$ cat config.mk
export PLATFORM = sky130hd
export DESIGN_NAME = cdc_fifo_rptr_empty
export DESIGN_NICKNAME = d
export VERILOG_FILES = /design/src/rtl/cdc_fifo_rptr_empty.sv
export SDC_FILE = /design/constraint.sdc
export NUM_CORES = 1
export LEC_CHECK = 0
export CORE_MARGIN = 5
export CORE_UTILIZATION = 38
export DETAILED_ROUTE_END_ITERATION = 16
export GPL_ROUTABILITY_DRIVEN = 0
export GPL_TIMING_DRIVEN = 0
export PLACE_DENSITY = 0.64
export SLEW_MARGIN = 25
export SYNTH_ARGS = -nofsm -noshare
export SYNTH_HDL_FRONTEND = slang
export SYNTH_SLANG_ARGS = --single-unit
$ cat constraint.sdc
create_clock -name r_clk -period 4.54 [get_ports r_clk]
set_clock_uncertainty 0.1 [all_clocks]
set_input_delay 0.681 -clock r_clk [delete_from_list [all_inputs] [get_ports r_clk]]
set_output_delay 0.681 -clock r_clk [all_outputs]
set_load 0.02 [all_outputs]
$ cat src/rtl/cdc_fifo_rptr_empty.sv
// Read-side pointer, empty/almost-empty flags and occupancy level for a dual-clock FIFO.
// The write Gray pointer arrives already synchronized into r_clk; r_ptr goes back to the write domain.
module cdc_fifo_rptr_empty #(
  parameter int ADDR_SIZE          = 4,
  parameter int ALMOST_EMPTY_LEVEL = 1
) (
  input  logic                 r_clk,
  input  logic                 r_rst_n,
  input  logic                 r_inc,
  input  logic [ADDR_SIZE:0]   r_q2_wptr,
  output logic                 r_empty,
  output logic                 r_almost_empty,
  output logic [ADDR_SIZE:0]   r_ptr,
  output logic [ADDR_SIZE-1:0] r_addr,
  output logic [ADDR_SIZE:0]   r_level
);

  localparam logic [ADDR_SIZE:0] AE_LEVEL = (ADDR_SIZE+1)'(ALMOST_EMPTY_LEVEL);

  logic [ADDR_SIZE:0] r_bin;
  logic [ADDR_SIZE:0] r_bin_next;
  logic [ADDR_SIZE:0] r_gray_next;
  logic [ADDR_SIZE:0] w_bin_sync;
  logic [ADDR_SIZE:0] level_next;
  logic               rd_fire;

  // Handshake: r_inc is a request; a read is taken on an r_clk edge only when
  // r_empty is 0 at that edge. r_inc while empty is dropped, so no underflow.
  assign rd_fire = r_inc & ~r_empty;

  always_comb begin
    r_bin_next  = r_bin + {{ADDR_SIZE{1'b0}}, rd_fire};
    r_gray_next = (r_bin_next >> 1) ^ r_bin_next;
  end

  // Gray-to-binary: each bit is the XOR of itself and all higher Gray bits.
  always_comb begin
    w_bin_sync            = '0;
    w_bin_sync[ADDR_SIZE] = r_q2_wptr[ADDR_SIZE];
    for (int i = ADDR_SIZE - 1; i >= 0; i--) begin
      w_bin_sync[i] = w_bin_sync[i+1] ^ r_q2_wptr[i];
    end
  end

  // Modulo arithmetic gives 0..2^ADDR_SIZE; the extra lap bit makes full distinct from empty.
  assign level_next = w_bin_sync - r_bin_next;

  always_ff @(posedge r_clk or negedge r_rst_n) begin
    if (!r_rst_n) begin
      r_bin          <= '0;
      r_ptr          <= '0;
      r_empty        <= 1'b1;
      r_almost_empty <= 1'b1;
      r_level        <= '0;
    end else begin
      r_bin          <= r_bin_next;
      r_ptr          <= r_gray_next;
      r_empty        <= (r_gray_next == r_q2_wptr);
      r_almost_empty <= (level_next <= AE_LEVEL);
      r_level        <= level_next;
    end
  end

  assign r_addr = r_bin[ADDR_SIZE-1:0];

endmodule

# Word level (Yosys, flattened, before mapping)
# Index checks and enable logic that the tools add are counted.
word_totals:
  wordCells: 16
  reg_bits: 17
  out_inout_bits: 16
op_classes:
  eq_ne: 1
  n_bitwise: 7
  magnitude_cmp: 1
  addsub: 2
ops:
  columns: ["op", "n"]
  rows:
  - ["$add 5x1->5", 1]
  - ["$eq 5x5->1", 1]
  - ["$le 5x1->1 const B", 1]
  - ["$sub 5x5->5", 1]
  - ["$xor 4x5->5", 1]
  - ["$xor 1x1->1", 4]
  - ["$and 1x1->1", 1]
  - ["$not 1->1", 1]

# Logic depth before layout (Yosys ltp)
# Gate-level depths: netlist of run 1.
depth:
  ltp_word: 6
  ltp_mapped: 9
  mapped_depth_nobuf: 9

# Worst setup path after synthesis of run 1
# OpenSTA, ideal clock, no wires.
synth_path:
  path_kind: "input port to flip-flop"
  start: "input port r_q2_wptr[2]"
  end: "register r_almost_empty"
  path_buffers: 0
  setup_slack_ns: 1.213
  cell_stages: 9
  t_arrival_ns: 3.128
  t_required_ns: 4.341
  path_cell_list: "xnor3_2 -> xor2_1 -> xor2_1 -> ha_1 -> fa_1 -> nor2b_1 -> or3b_1 -> and4_4 -> a2111oi_4"
synth_via:
  elab_chain_cells: 5
synth_lines:
  columns: ["element", "line", "rtl"]
  rows:
  - ["start: declaration", "10", "input logic [ADDR_SIZE:0] r_q2_wptr,"]
  - ["$xor 1x1->1 *", "41", "w_bin_sync[i] = w_bin_sync[i+1] ^ r_q2_wptr[i];"]
  - ["$xor 1x1->1 (2 in series)", "41", null]
  - ["$sub 5x5->5 *", "46", "assign level_next = w_bin_sync - r_bin_next;"]
  - ["$le 5x1->1 *", "59", "r_almost_empty <= (level_next <= AE_LEVEL);"]
  - ["end signal: assignment", "59", null]
  - ["end: declaration", "12", "output logic r_almost_empty,"]
# Every way passes the cells marked *; elsewhere a longest branch is shown, timed or not.

# Worst setup path after layout of run 1
# Same ends and word-level chain as after synthesis.

==> flow_summary_export.csv, run 1 <==
group,metric,value,unit
setup_path,path_max_fanout,5,
synthesis,synthFlopType,"dfrtp_1",
floorplanning,coreArea,2250,um^2
clocking,root_buffer,"clkbuf_4",
timing,fmax,0.265,GHz
synthesis,seq_area_frac_synth,44.2,%
detailed_routing,drc,0,
floorplanning,dieArea,3480,um^2
timing,finalHoldViolCount,0,
timing,tightest_slew,0.871,ns
setup_path,arrival,3.86,ns
place,place_inst,120,
synthesis,synthArstFlopShare,100,%
clocking,cts-resized-gates,0,
floorplanning,rows,17,
timing,setup_viol,0,
clocking,clkLatencyLatePin,0.28,ns
floorplanning,io-pin-count,24,
finish,diodes,0,
clocking,h-tree-depth,1,
synthesis,syn_avg_cell_area,13.2,um^2
setup_path,required,4.63,ns
clocking,postCtsSetupRepairBufs,0,
place,place_ws,0.472,ns
synthesis,yosysTopAreaCell,"dfrtp_1",
global_routing,antenna_found_initial,0,
finish,drive_above_1_share,11.5,%
synthesis,synthCells,69,
detailed_routing,via_per_inst,4.44,
global_routing,grt_usage,10.3,%
global_routing,grt-ovfl-total,0,
clocking,clkTransAtPathRegs,0.09,ns
setup_path,cp-end-kind,"flip-flop",
detailed_routing,ant_nets,0,
detailed_routing,wl_per_cell,12.3,um
clocking,cts_hold_buf,0,
synthesis,synth_nets,84,
timing,slew_headroom,41.5,%
global_routing,use_met3,2.63,%
timing,final.setup.worst_slack,0.766,ns
global_routing,busiest_layer,"met2",
place,dpl_cell_area,1180,um^2
detailed_routing,vias,551,
global_routing,grt_pass1_wl,2690,um
clocking,ctsLongestPathBuffers,2,
detailed_routing,routed_wl,1520,um
synthesis,yosysMostFrequentCell,"dfrtp_1",
pwr,peakVddDrop,0.000412,V
clocking,cts.sinks,16,
finish,syn2layout_area_growth,33.1,%
synthesis,syn_area,911,um^2
run,maxCapViolCount,0,
timing,fin_crit_sh,83.1,%
global_routing,grt_max_degree,17,
finish,stdcell_count,124,
global_routing,met2_usage,14.7,%
clocking,numCtsBuffers,3,
setup_path,r2r_cells,8,
floorplanning,die_height,59.0,um
synthesis,yosysWarnings,0,
setup_path,worstPathCellList,"clkdlybuf4s50_1 -> xnor3_2 -> xor2_1 -> xor2_1 -> ha_1 -> fa_1 -> nor2b_1 -> or3b_1 -> and4_4 -> a2111oi_4",
timing,slew_viol_final,0,
setup_path,slowest_delay,0.50,ns
synthesis,yosys_register_bits,16,
detailed_routing,drt-initial-drc-count,4,
setup_path,cp_slowest_cell,"clkdlybuf4s50_1",
floorplanning,die_w,59.0,um
finish,finalNetCount,112,
global_routing,first_global_vias,578,
synthesis,synth_top_area_share,38.5,%
timing,rsz0062_at_grt,"no",
synthesis,synth.distinct_cells,28,
timing,whs,0.497,ns
synthesis,ys_top_cells_by_area,"dfrtp_1 38%, ha_1 8.2%, xor2_1 7.7%",
floorplanning,initial_utilization,40.4,%
detailed_routing,firstDrtPassIters,2,
synthesis,synth-edff-count,0,
place,io_buffers,23,
pwr,leakagePower,0.572,nW
place,hpwlAfterDp,1220,um
worst_hold_path,holdPathStages,2,
worst_hold_path,min_path_type,"reg -> reg",
pwr,p_per_area,883,nW/um^2
timing,setup_tns,0,ns
finish,finalInstanceArea,1210,um^2
clocking,cts_tree,"yes",
setup_path,startpoint_type,"primary input",
setup_path,cp_common_cell,"xor2_1",
synthesis,synthTopCellsByCount,"14 x dfrtp_1, 9 x inv_1, 8 x xor2_1",
setup_path,criticalPathCategory,"in -> reg",
timing,post-route-min-period,3.77,ns
run_status,status,"complete, no violations",
global_routing,gr-usage-met1,13.5,%
[power by group]
group / total (W) / switching, W / leakage [nW] / internal [W]
clock: 0.0000920 / 0.0000432 / 0.0210 / 0.0000487
combinational: 0.000725 / 0.000352 / 0.366 / 0.000372
sequential: 0.000254 / 0.0000313 / 0.185 / 0.000222
total: 0.00107 / 0.000427 / 0.572 / 0.000643
[worst max-delay path, delay by kind of cell]
| family | cells | cell delay, ns |
|---|---|---|
| AND/OR/NAND/NOR | 3 | 0.76 |
| buffers and inverters | 1 | 0.50 |
| XOR/XNOR | 3 | 0.94 |
| AO/OA/AOI/OAI | 1 | 0.26 |
| adder cells (fa/ha/maj) | 2 | 0.72 |
[cells by family (layout without fill, tap and decap cells)]
family | after synthesis | count (layout) | synth area share [%]
DFF | 16 | 16 | 44.2
xor gates and xnor gates | 17 | 17 | 25.1
buffers and inverters | 9 | 36 | 3.71
adders and majority gates | 7 | 7 | 10.4
and+or+nand+nor | 14 | 14 | 9.62
AOI/OAI and AO/OA | 6 | 6 | 6.87
[through the flow]
stage               util, %  total power (W)
floorplan                 -         0.000770
finish                 53.8          0.00107
global placement       52.2         0.000982
detailed placement     52.2         0.000991
global route           53.8          0.00117
CTS                    53.8          0.00109
[area by class of cell]
cell class	count	area (um^2)
Inverter	9	33.8
Fill cell	215	1040
Timing Repair Buffer	23	230
Tap cell	28	35.0
Sequential cell	16	403
Clock buffer	4	36.3
Multi-Input combinational cell	44	474
[per-layer routing]
layer | vias to the layer above | wire, um
li1 | 285 | -
met1 | 251 | 711
met2 | 13 | 688
met3 | 2 | 92
met4 | 0 | 27
met5 | - | 0
[final timing paths]
kind / end / slack, ns / from
worst max register to register: r_almost_empty$_DFF_PN1_ / 1.47 / r_empty$_DFF_PN1_
worst min register to register: r_bin[4]$_DFF_PN0_ / 0.50 / r_bin[4]$_DFF_PN0_
min in group asynchronous: r_bin[2]$_DFF_PN0_ / 0.71 / r_rst_n
max in group asynchronous: r_bin[0]$_DFF_PN0_ / 3.19 / r_rst_n
worst max-delay path: r_almost_empty$_DFF_PN1_ / 0.77 / r_q2_wptr[2]
worst min-delay path: r_bin[4]$_DFF_PN0_ / 0.50 / r_bin[4]$_DFF_PN0_
[flip-flops by register name, summed over array words and instances (netlist names)]
signal          count
r_bin               5
r_level             5
r_ptr               4
r_almost_empty      1
r_empty             1
[placed cells by master, fill, tap and decap left out, types with 2 or more instances in the layout]
cell,instances
dfrtp_1,14
nand3_1,3
nor2b_1,3
xnor2_1,4
clkbuf_4,3
inv_1,9
dfstp_2,2
ha_1,6
xor2_1,8
clkdlybuf4s50_1,23
(Power assumes the default switching activity.)
==> inputs of run 2 (changes only) <==
--- a/config.mk
+++ b/config.mk
@@ -10,7 +10,7 @@
 export DETAILED_ROUTE_END_ITERATION = 16
 export GPL_ROUTABILITY_DRIVEN = 0
 export GPL_TIMING_DRIVEN = 0
-export PLACE_DENSITY = 0.64
+export PLACE_DENSITY = 0.67
 export SLEW_MARGIN = 25
 export SYNTH_ARGS = -nofsm -noshare
 export SYNTH_HDL_FRONTEND = slang
==> constraint.sdc (replaced) <==
create_clock -name r_clk -period 3.18 [get_ports r_clk]
set_clock_uncertainty 0.1 [all_clocks]
set_input_delay 0.477 -clock r_clk [delete_from_list [all_inputs] [get_ports r_clk]]
set_output_delay 0.477 -clock r_clk [all_outputs]
set_load 0.02 [all_outputs]
==> flow_summary_export.csv, run 2 (synthesized netlist as in run 1, its figures left out) <==
group,metric,value,unit
detailed_routing,wl_per_cell,12.6,um
setup_path,startpoint_type,"primary input",
worst_hold_path,min_path_type,"in -> async",
finish,finalNetCount,113,
clocking,cts_tree,"yes",
setup_path,required,3.28,ns
finish,mostFrequentLayoutCells,"20 x clkdlybuf4s50_1, 14 x dfrtp_1, 9 x inv_1, 7 x xor2_1, 5 x ha_1",
floorplanning,io-pin-count,24,
finish,nFillCells,211,
clocking,clkTransAtPathRegs,0.09,ns
pwr,p_int,0.000932,W
global_routing,grt_usage,10.5,%
pwr,p_comb_share,67.8,%
floorplanning,coreArea,2250,um^2
timing,setup_viol,0,
finish,top_regs,"r_bin x5, r_level x5, r_ptr x4",
timing,fmax,0.323,GHz
pwr,seqPwrFrac,23.5,%
clocking,cts.sinks,16,
timing,tightest_slew,0.702,ns
setup_path,arrival,3.19,ns
finish,drive_above_1_share,16.5,%
detailed_routing,ant_nets,0,
global_routing,grt-ovfl-total,0,
floorplanning,die_height,59.0,um
timing,finalHoldViolCount,0,
pwr,leakagePower,0.586,nW
detailed_routing,firstDrtPassIters,3,
global_routing,first_global_vias,614,
timing,slew_viol_final,0,
global_routing,grt_pass1_wl,2730,um
clocking,h-tree-depth,1,
place,io_buffers,23,
timing,slew_headroom,53.1,%
clocking,root_buffer,"clkbuf_4",
setup_path,cp-end-kind,"flip-flop",
pwr,p_per_area,1250,nW/um^2
detailed_routing,vias,588,
detailed_routing,via_per_inst,4.70,
detailed_routing,drc,0,
pwr,peakVddDrop,0.000653,V
timing,setup_tns,0,ns
finish,diodes,0,
floorplanning,die_w,59.0,um
timing,fin_crit_sh,97.3,%
detailed_routing,drt-initial-drc-count,8,
global_routing,antenna_found_initial,0,
finish,finalInstanceArea,1250,um^2
clocking,clkLatencyLatePin,0.29,ns
floorplanning,dieArea,3480,um^2
detailed_routing,routed_wl,1570,um
place,hpwlAfterDp,1230,um
floorplanning,rows,17,
setup_path,r2r_slack,0.38,ns
finish,layout_commonest_cell,"clkdlybuf4s50_1",
setup_path,path_max_fanout,3,
pwr,clkPwrFrac,8.7,%
pwr,sw_frac_of_total,40.0,%
timing,whs,0.498,ns
clocking,cts_hold_buf,0,
clocking,ctsLongestPathBuffers,2,
global_routing,grt_max_degree,17,
setup_path,criticalPathCategory,"in -> reg",
clocking,numCtsBuffers,3,
floorplanning,initial_utilization,40.4,%
finish,syn2layout_area_growth,37.0,%
run_status,status,"complete, no violations",
run,maxCapViolCount,0,
timing,post-route-min-period,3.09,ns
pwr,power_switching,0.000622,W
place,dpl_cell_area,1180,um^2
timing,rsz0062_at_grt,"no",
run 2: cell count changes in the layout (fill, tap and decap cells not counted):
cell and delta:
buf_4 +1, clkdlybuf4s50_1 -3, dlygate4sd2_1 +3, fa_1 -1, fa_2 +1, ha_1 -1
ha_2 +1, xnor2_1 -1, xnor2_2 +1, xor2_1 -1, xor2_4 +1
run 2: through the flow:
step                      cells  utilization (%)  worst slack, ns  power, W
final                       125             55.3           0.0852   0.00155
after global routing        125             55.3          0.00701   0.00169
after CTS                   125             55.3           0.0880   0.00157
after detailed placement    120             52.2           -0.702   0.00141
after global placement      120             52.2           -0.636   0.00140
after floorplan              69                -           0.0568   0.00110
run 2: worst paths after layout:
kind	start	endpoint	depth (start not counted)
max	r_q2_wptr[3]	r_almost_empty$_DFF_PN1_	10
min	r_rst_n	r_bin[3]$_DFF_PN0_	1
max reg2reg	r_empty$_DFF_PN1_	r_almost_empty$_DFF_PN1_	8
min reg2reg	r_bin[4]$_DFF_PN0_	r_bin[4]$_DFF_PN0_	2
max in group asynchronous	r_rst_n	r_bin[2]$_DFF_PN0_	1
min in group r_clk	r_bin[4]$_DFF_PN0_	r_bin[4]$_DFF_PN0_	2
run 2: routing by layer:
| metal | wire [um] | up-vias | track usage (%) |
|---|---|---|---|
| met3 | 89 | 5 | 1.97 |
| met5 | 0 | - | 0 |
| met1 | 673 | 280 | 12.6 |
| met4 | 52 | 0 | 8.41 |
| met2 | 754 | 17 | 16.4 |
| li1 | - | 286 | - |
run 2: cell type report:
type,count,area [um^2],area share (%)
inverter,9,33.8,2.71
sequential,16,403,32.3
multi-input combinational,44,505,40.5
clock buffer,4,36.3,2.91
timing repair buffer,24,234,18.8
tap,28,35.0,2.81
run 2: worst max-delay path, cell delays in order:
cell and delay [ns]:
dlygate4sd2_1 0.25, xnor3_2 0.50, xor2_4 0.19, xor2_1 0.16, ha_2 0.22, fa_2 0.41
nor2b_1 0.14, or3b_1 0.37, and4_4 0.22, a2111oi_4 0.26
run 2: power groups by stage:
stage / sequential [W] / clock [W] / combinational, W
2_1_floorplan: 0.000492 / 0 / 0.000608
3_3_place_gp: 0.000368 / 0 / 0.00103
3_5_place_dp: 0.000369 / 0 / 0.00105
4_1_cts: 0.000367 / 0.000140 / 0.00107
5_1_grt: 0.000378 / 0.000149 / 0.00116
6_report: 0.000366 / 0.000135 / 0.00105
run 2: what timing repair did:
| item | 4_1_cts | 5_1_grt |
|---|---|---|
| setup endpoints to repair | 2 | 0 |
| resized for setup | 8 | 0 |
| setup buffers | 1 | 0 |
==> inputs of run 3 (changes only) <==
--- a/config.mk
+++ b/config.mk
@@ -5,12 +5,13 @@
 export SDC_FILE = /design/constraint.sdc
 export NUM_CORES = 1
 export LEC_CHECK = 0
-export CORE_MARGIN = 5
+export CORE_MARGIN = 1
 export CORE_UTILIZATION = 38
+export CTS_BUF_LIST = sky130_fd_sc_hd__clkbuf_2
 export DETAILED_ROUTE_END_ITERATION = 16
 export GPL_ROUTABILITY_DRIVEN = 0
 export GPL_TIMING_DRIVEN = 0
-export PLACE_DENSITY = 0.67
+export PLACE_DENSITY = 0.72
 export SLEW_MARGIN = 25
 export SYNTH_ARGS = -nofsm -noshare
 export SYNTH_HDL_FRONTEND = slang
==> flow_summary_export.csv, run 3 (synthesized netlist as in run 1, its figures left out) <==
group,metric,value,unit
finish,nFillCells,192,
finish,mostFrequentLayoutCells,"20 x clkdlybuf4s50_1, 14 x dfrtp_1, 9 x inv_1, 7 x xor2_1, 5 x ha_1",
timing,setup_viol,0,
run_status,status,"complete, no violations",
timing,finalHoldViolCount,0,
detailed_routing,ant_nets,0,
clocking,cts_tree,"yes",
finish,layout_commonest_cell,"clkdlybuf4s50_1",
setup_path,worstReg2RegStart,"r_empty$_DFF_PN1_",
clocking,numCtsBuffers,3,
finish,top_regs,"r_bin x5, r_level x5, r_ptr x4",
place,hpwlAfterDp,1220,um
setup_path,required,3.28,ns
setup_path,cp_slowest_cell,"xnor3_2",
setup_path,worstPathCellList,"dlygate4sd2_1 -> xnor3_2 -> xor2_4 -> xor2_1 -> ha_2 -> fa_2 -> nor2b_1 -> or3b_1 -> and4_4 -> a2111oi_4",
setup_path,r2r_slack,0.33,ns
timing,post-route-min-period,3.07,ns
setup_path,path_max_fanout,3,
global_routing,grt-ovfl-total,0,
global_routing,antenna_found_initial,0,
detailed_routing,firstDrtPassIters,4,
timing,whs,0.492,ns
finish,drive_above_1_share,15.5,%
pwr,leakagePower,0.579,nW
timing,slew_viol_final,0,
timing,final.setup.worst_slack,0.109,ns
setup_path,startpoint_type,"primary input",
pwr,peakVddDrop,0.000696,V
floorplanning,dieArea,2600,um^2
detailed_routing,wl_per_cell,12.8,um
place,place_ws,-0.641,ns
finish,diodes,0,
global_routing,grt_pass1_wl,2890,um
detailed_routing,via_per_inst,4.74,
place,io_buffers,23,
floorplanning,die_height,51.0,um
timing,rsz0062_at_grt,"no",
timing,setup_tns,0,ns
run,maxCapViolCount,0,
timing,tightest_slew,0.712,ns
floorplanning,initial_utilization,40.8,%
clocking,h-tree-depth,1,
clocking,ctsLongestPathBuffers,2,
global_routing,first_global_vias,641,
finish,seqCellArea,403,um^2
setup_path,slowest_delay,0.50,ns
finish,syn2layout_area_growth,35.0,%
setup_path,cp-end-kind,"flip-flop",
clocking,root_buffer,"clkbuf_2",
detailed_routing,drt-initial-drc-count,10,
detailed_routing,routed_wl,1600,um
timing,slew_headroom,52.4,%
finish,multiInputGateArea,505,um^2
clocking,cts.sinks,16,
pwr,p_per_area,1240,nW/um^2
setup_path,criticalPathCategory,"in -> reg",
detailed_routing,vias,592,
timing,fin_crit_sh,96.6,%
global_routing,grt_usage,15.8,%
setup_path,worst_r2r_endpoint,"r_almost_empty$_DFF_PN1_",
floorplanning,io-pin-count,24,
floorplanning,rows,17,
worst_hold_path,min_path_type,"in -> async",
place,dpl_cell_area,1180,um^2
detailed_routing,drc,0,
clocking,cts_hold_buf,0,
timing,fmax,0.326,GHz
clocking,clkLatencyLatePin,0.29,ns
finish,finalNetCount,113,
clocking,clkTransAtPathRegs,0.15,ns
setup_path,r2r_cells,9,
finish,finalInstanceArea,1230,um^2
floorplanning,die_w,51.0,um
global_routing,grt_max_degree,17,
floorplanning,coreArea,2230,um^2
setup_path,arrival,3.17,ns
finish,utilization,55.1,%
[run 3: cell types whose count changed in the layout (fill, tap and decap cells not counted)]
| cell | previous run | this run |
|---|---|---|
| clkbuf_2 | 0 | 3 |
| clkbuf_4 | 3 | 0 |
| clkbuf_8 | 1 | 0 |
| clkinv_1 | 0 | 1 |
[run 3: critical path: cells and delay by family]
family | cells | cell delay [ns]
xor gates and xnor gates | 3 | 0.84
and+or+nand+nor | 3 | 0.73
adders and majority gates | 2 | 0.61
AOI/OAI and AO/OA | 1 | 0.27
buffers and inverters | 1 | 0.24
[run 3: metrics by stage]
step	instances	power (W)
after detailed placement	120	0.00141
after global routing	125	0.00165
after CTS	125	0.00153
after floorplan	69	0.00110
after global placement	120	0.00139
final	125	0.00152
[run 3: worst max path at each step]
stage	from	to	slack, ns	cells past startpoint
2_1_floorplan	r_q2_wptr[2]	r_almost_empty$_DFF_PN1_	0.06	9
3_3_place_gp	r_q2_wptr[2]	r_almost_empty$_DFF_PN1_	-0.63	10
3_5_place_dp	r_q2_wptr[4]	r_almost_empty$_DFF_PN1_	-0.64	10
4_1_cts	r_q2_wptr[2]	r_almost_empty$_DFF_PN1_	0.14	10
5_1_grt	r_q2_wptr[2]	r_almost_empty$_DFF_PN1_	0.01	10
6_report	r_q2_wptr[2]	r_almost_empty$_DFF_PN1_	0.11	10
[run 3: layout make-up]
cell class	instances	area share, %
Inverter	9	2.75
Tap cell	28	2.85
Clock inverter	1	0.305
Sequential cell	16	32.8
Timing Repair Buffer	24	19.0
Clock buffer	3	1.22
Multi-Input combinational cell	44	41.1
[run 3: metal layers]
| layer | up-vias | global-route usage (%) | routed length (um) |
|---|---|---|---|
| met5 | - | 0 | 0 |
| met4 | 0 | 8.80 | 17 |
| met3 | 2 | 3.57 | 72 |
| met2 | 18 | 23.5 | 762 |
| met1 | 284 | 21.2 | 745 |
| li1 | 288 | - | - |
[run 3: what timing repair did]
action	4_1_cts	5_1_grt
buffers inserted	1	0
pin swaps	1	0
hold endpoints to repair	0	0
setup endpoints to repair	2	1
gates resized for setup	7	1
[run 3: power by group]
group / total (W) / switching, W / internal, W
clock: 0.0000900 / 0.0000627 / 0.0000273
sequential: 0.000367 / 0.0000503 / 0.000317
combinational: 0.00107 / 0.000521 / 0.000546
total: 0.00152 / 0.000634 / 0.000890
